## src/rtl/param_binary_counter_if.sv

```systemverilog
// param_binary_counter_if: control/status bundle for param_binary_counter.
//   master drives start/stop/enable/up_down/mode/load/load_value/clear.
//   slave drives count/result/overflow/busy/done.
interface param_binary_counter_if #(parameter int WIDTH = 6);
  logic start, stop, enable, up_down, load, clear;
  logic [1:0] mode;
  logic [WIDTH-1:0] load_value;
  logic [WIDTH-1:0] count;
  logic result, overflow, busy, done;
  modport master (
    output start, stop, enable, up_down, mode, load, load_value, clear,
    input  count, result, overflow, busy, done
  );
  modport slave (
    input  start, stop, enable, up_down, mode, load, load_value, clear,
    output count, result, overflow, busy, done
  );
endinterface

```

## src/rtl/param_binary_counter.sv

```systemverilog
// param_binary_counter: up/down counter with wrap/saturate/one-shot/auto-reload modes and run control.
//   clock, reset : rising-edge clock, asynchronous active-high reset
//   bus          : slave side of param_binary_counter_if
//                  inputs start/stop/enable/up_down/mode/load/load_value/clear
//                  outputs count (registered), result (terminal pulse), overflow (sticky),
//                  busy (RUN), done (DONE)
module param_binary_counter #(
  parameter int WIDTH     = 6,
  parameter int MAX_COUNT = 63
) (
  input logic clock,
  input logic reset,
  param_binary_counter_if.slave bus
);
  typedef enum logic [1:0] {IDLE, RUN, DONE} state_t;
  localparam logic [WIDTH-1:0] MAXC = WIDTH'(MAX_COUNT);
  state_t state;
  logic [WIDTH-1:0] count, reload;
  logic result, overflow, at_term;
  assign reload = bus.load_value > MAXC ? MAXC : bus.load_value;
  // Anything above MAX_COUNT counts as terminal going up, so a stray value can never run away.
  assign at_term = bus.up_down ? count >= MAXC : count == '0;
  always_ff @(posedge clock or posedge reset)
    if (reset) begin
      count    <= '0;
      result   <= 1'b0;
      overflow <= 1'b0;
      state    <= IDLE;
    end else if (bus.clear) begin
      count    <= '0;
      result   <= 1'b0;
      overflow <= 1'b0;
    end else if (bus.load) begin
      count  <= reload;
      result <= 1'b0;
    end else if (bus.stop) begin
      state  <= IDLE;
      result <= 1'b0;
    end else if (bus.start && state != RUN) begin
      count  <= state == DONE ? reload : count;
      state  <= RUN;
      result <= 1'b0;
    end else if (state == RUN && bus.enable) begin
      result <= at_term;
      if (at_term) begin
        overflow <= 1'b1;
        count    <= bus.mode == 2'b00 ? (bus.up_down ? '0 : MAXC) :
                    bus.mode == 2'b11 ? reload : count;
        if (bus.mode == 2'b10) state <= DONE;
      end else begin
        count <= bus.up_down ? count + 1'b1 : count - 1'b1;
      end
    end else begin
      result <= 1'b0;
    end
  assign bus.count    = count;
  assign bus.result   = result;
  assign bus.overflow = overflow;
  assign bus.busy     = state == RUN;
  assign bus.done     = state == DONE;
endmodule
```

## src/flat_wrapper.sv

```systemverilog
// flat-port wrapper written by rule: the top's interface ports become plain ports
module param_binary_counter_flat 
#(
  parameter int WIDTH     = 6,
  parameter int MAX_COUNT = 63
)
  (clock, reset, bus_start, bus_stop, bus_enable, bus_up_down, bus_mode, bus_load, bus_load_value, bus_clear, bus_count, bus_result, bus_overflow, bus_busy, bus_done);
  param_binary_counter_if #(.WIDTH(WIDTH)) bus_i ();
  input logic clock;
  input logic reset;
  input wire logic [$bits(bus_i.start)-1:0] bus_start;
  input wire logic [$bits(bus_i.stop)-1:0] bus_stop;
  input wire logic [$bits(bus_i.enable)-1:0] bus_enable;
  input wire logic [$bits(bus_i.up_down)-1:0] bus_up_down;
  input wire logic [$bits(bus_i.mode)-1:0] bus_mode;
  input wire logic [$bits(bus_i.load)-1:0] bus_load;
  input wire logic [$bits(bus_i.load_value)-1:0] bus_load_value;
  input wire logic [$bits(bus_i.clear)-1:0] bus_clear;
  output wire logic [$bits(bus_i.count)-1:0] bus_count;
  output wire logic [$bits(bus_i.result)-1:0] bus_result;
  output wire logic [$bits(bus_i.overflow)-1:0] bus_overflow;
  output wire logic [$bits(bus_i.busy)-1:0] bus_busy;
  output wire logic [$bits(bus_i.done)-1:0] bus_done;
  assign bus_i.start = bus_start;
  assign bus_i.stop = bus_stop;
  assign bus_i.enable = bus_enable;
  assign bus_i.up_down = bus_up_down;
  assign bus_i.mode = bus_mode;
  assign bus_i.load = bus_load;
  assign bus_i.load_value = bus_load_value;
  assign bus_i.clear = bus_clear;
  assign bus_count = bus_i.count;
  assign bus_result = bus_i.result;
  assign bus_overflow = bus_i.overflow;
  assign bus_busy = bus_i.busy;
  assign bus_done = bus_i.done;
  param_binary_counter #(.WIDTH(WIDTH), .MAX_COUNT(MAX_COUNT)) u_core (.clock(clock), .reset(reset), .bus(bus_i));
endmodule
```

## config.mk

```make
export PLATFORM = sky130hd
export DESIGN_NAME = param_binary_counter_flat
export DESIGN_NICKNAME = d
export VERILOG_FILES = /design/src/rtl/param_binary_counter_if.sv /design/src/rtl/param_binary_counter.sv /design/src/flat_wrapper.sv
export SDC_FILE = /design/constraint.sdc
export NUM_CORES = 1
export LEC_CHECK = 0
export BUFFER_PORTS_ARGS = -buffer_cell sky130_fd_sc_hd__buf_2
export CAP_MARGIN = 10
export CORE_MARGIN = 2
export CORE_UTILIZATION = 44
export CTS_CLUSTER_SIZE = 16
export DETAILED_ROUTE_END_ITERATION = 16
export GPL_TIMING_DRIVEN = 0
export PLACE_DENSITY = 0.71
export RECOVER_POWER = 100
export SYNTH_ARGS = -nofsm -noshare
export SYNTH_HDL_FRONTEND = slang
export SYNTH_SLANG_ARGS = --single-unit
```

## constraint.sdc

```tcl
create_clock -name clock -period 2.1 [get_ports clock]
set_input_delay 0.315 -clock clock [delete_from_list [all_inputs] [get_ports clock]]
set_output_delay 0.315 -clock clock [all_outputs]
set_load 0.005 [all_outputs]
```

==> impl_metrics.toml <==
[power]
p_sw_mw = 0.278
ir_worst_vdd_mv = 0.405
p_int_mw = 0.476
p_leak_nw = 0.588
share_seq_of_total_power_pct = 32.1
netSwitchingFraction_pct = 36.9
cellPowerDensity_nw_per_um2 = 606
clock_power_share_pct = 24.2
power_mw = 0.753
p_comb_share_pct = 43.6

[layout]
antenna_cells = 0
drive_above_1_share_pct = 34.0
seqCellArea_um2 = 250
syn_to_final_growth_pct = 25.5
final.fill_count = 229
fin_nets = 168
final_util_pct = 57.3
multi_input_area_um2 = 696

[worst_setup_path]
arrival_ns = 2.37
worstPathRequired_ns = 2.25
critPathKind = "reg -> reg"
cp-end-kind = "flop"
start_kind = "flop"
critPathMaxFanout = 7

[worst_hold_path]
min_path_type = "in -> async"

[die]
ios = 26
die_area_um2 = 2640
die_y_um = 51.4
core-area_um2 = 2170
row_count = 17
die_w_um = 51.4
initial_core_util_pct = 45.6

[cts]
cts_hold_buf = 0
worstSkewPairLatency_ns = 0.28
cts_buffer_depth = 2
root_buffer = "clkbuf_4"
path_clk_slew_ns = 0.08
numCtsBuffers = 3
htree_num_levels = 1
cts_tree = "done"
cts_sinks = 10

[routing]
vias = 973
wl_per_cell_um = 15.5
drt_wl_total_um = 2670
viasPerCell = 5.66
drc = 0
dr.pass1.iters = 4
drt_iter0_drc = 36
ant_nets = 0

[global_routing]
antenna_found_initial = 0
grt_max_degree = 11
grt_pass1_vias = 947
gr-total-overflow = 0
grt_use_total_pct = 23.1
grt_pass1_wl_um = 4510

[timing]
fin_skew_ns = 0.00601
period_needed_ns = 2.22
post-route-period-util_pct = 106
setup_viol = 8
max_freq_ghz = 0.451
worstMarginPinSlew_ns = 0.605
fin_hold_ws_ns = 0.0227
fin_ws_ns = -0.120
rsz0062_at_grt = "yes"
hold_violations = 0
relSlewSlack_pct = 59.4
drv_slew = 0

[outcome]
violations = "negative setup slack"
status = "finished with violations"

[logic_synthesis]
async_flop_share_pct = 100
syn_area_um2 = 990
synth_seq_cells = 10
ys.flop_type = "dfrtp_1"
yosysUniqueCellTypes = 46
synth_edf_count = 0
syn_nets = 132
yosysSeqAreaShare_pct = 25.3
synthCells = 109
ys_warn_count = 0
syn_area_per_cell_um2 = 9.08

[placement]
dp_hpwl_um = 1970
place_ws_ns = -0.312
gp_congestion = 0.891
io_buffers = 25

[run]
cap_violations = 0
-- flip-flops by register name (all words and copies together) (netlist names) --
| register | count |
|---|---|
| u_core.state | 2 |
| u_core.bus.count | 6 |
| u_core.bus.overflow | 1 |
| u_core.bus.result | 1 |
-- path summary, 6_finish.rpt --
path / from / end / slack (ns) / cells after the start
setup / recovery: u_core.bus.count[2] / u_core.bus.count[4] / -0.12 / 5
setup reg to reg: u_core.bus.count[2] / u_core.bus.count[4] / -0.12 / 5
min in group clock: bus_clear / u_core.bus.overflow / 0.25 / 2
hold / removal: reset / u_core.bus.count[0] / 0.02 / 2
max in group asynchronous: reset / u_core.bus.count[1] / 1.77 / 2
hold reg to reg: u_core.bus.overflow / u_core.bus.overflow / 0.51 / 2
-- timing repair --
item / in CTS / in global routing
gates resized for setup: 1 / 4
buffers inserted: 5 / 2
endpoints found under the setup margin: 9 / 10
pin swaps: 2 / 3
-- per-layer routing --
layer | share of wire, % | GRT usage [%] | up-vias
met1 | 43 | 30.7 | 447
met3 | 6.0 | 2.05 | 7
met4 | 1.8 | 7.89 | 0
met2 | 49 | 39.1 | 33
met5 | 0 | 0 | -
li1 | - | - | 486
-- through the flow --
stage               instances  setup TNS [ns]  instance area, µm²
finish                    172          -0.734                1240
global route              172           -1.46                1240
CTS                       170          -0.738                1220
detailed placement        162           -1.74                1160
global placement          162           -1.59                1160
floorplan                 109          -0.454                1000
-- cell families after synthesis --
kind of cell             Yosys count  synth area share (%)
flip-flops                        10                  25.3
AND/OR/NAND/NOR                   30                  20.4
buffers and inverters             13                  5.69
adder cells (fa/ha/maj)            7                  9.61
AO/OA/AOI/OAI                     45                  35.4
multiplexers                       1                  1.01
XOR/XNOR                           3                  2.66
-- synthesized netlist by cell type (2+ instances only) --
cell / n / area [µm²]
ha_1: 6 / 75.1
nand2b_1: 2 / 12.5
dfrtp_1: 10 / 250
a22o_1: 2 / 17.5
a21oi_1: 6 / 30.0
o21ai_2: 3 / 26.3
inv_1: 11 / 41.3
nand2_1: 3 / 11.3
nor2_1: 9 / 33.8
or4_4: 2 / 22.5
or4_1: 3 / 22.5
o21ai_0: 9 / 45.0
nand4_1: 2 / 12.5
a21boi_0: 4 / 30.0
a221oi_1: 2 / 17.5
xor2_1: 2 / 17.5
o211ai_1: 2 / 15.0
o21ai_1: 2 / 10.0
o21a_1: 2 / 15.0
-- cell usage in the layout, fill, tap and decap left out, types with 2 or more instances in the layout --
master	count
o21ai_0	7
o21a_1	2
nand4_1	2
a22o_1	2
ha_1	6
xor2_1	2
o211ai_1	2
inv_1	11
nand2b_1	2
a221oi_2	2
or4_4	2
clkbuf_4	3
a21boi_0	4
a21oi_1	6
nand2_1	3
o21ai_1	4
o21ai_2	3
dfrtp_1	10
nor2_1	9
or4_1	3
buf_4	6
buf_2	23
clkbuf_1	2
-- area by class of cell --
class	count	share of cell area, %
repair buffers	32	14.4
plain buffers	1	0.403
multi-input cells	86	56.0
inverters	11	3.32
flip-flops and latches	10	20.1
well taps	28	2.82
clock buffers	4	2.92
-- power groups by stage --
stage          Clock, mW  Combinational (mW)  Sequential, mW
6_report           0.183               0.329           0.242
3_5_place_dp           0               0.300           0.254
2_1_floorplan          0               0.215           0.245
4_1_cts            0.188               0.326           0.242
5_1_grt            0.190               0.364           0.247
3_3_place_gp           0               0.293           0.250
-- worst max-delay path, stage by stage (launching register included) --
cell      delay [ns]
dfrtp_1         0.39
or4_4           0.54
or4_4           0.52
a211oi_4        0.35
or2_4           0.23
o31ai_2         0.08
Power figures use the tool's default switching activity.
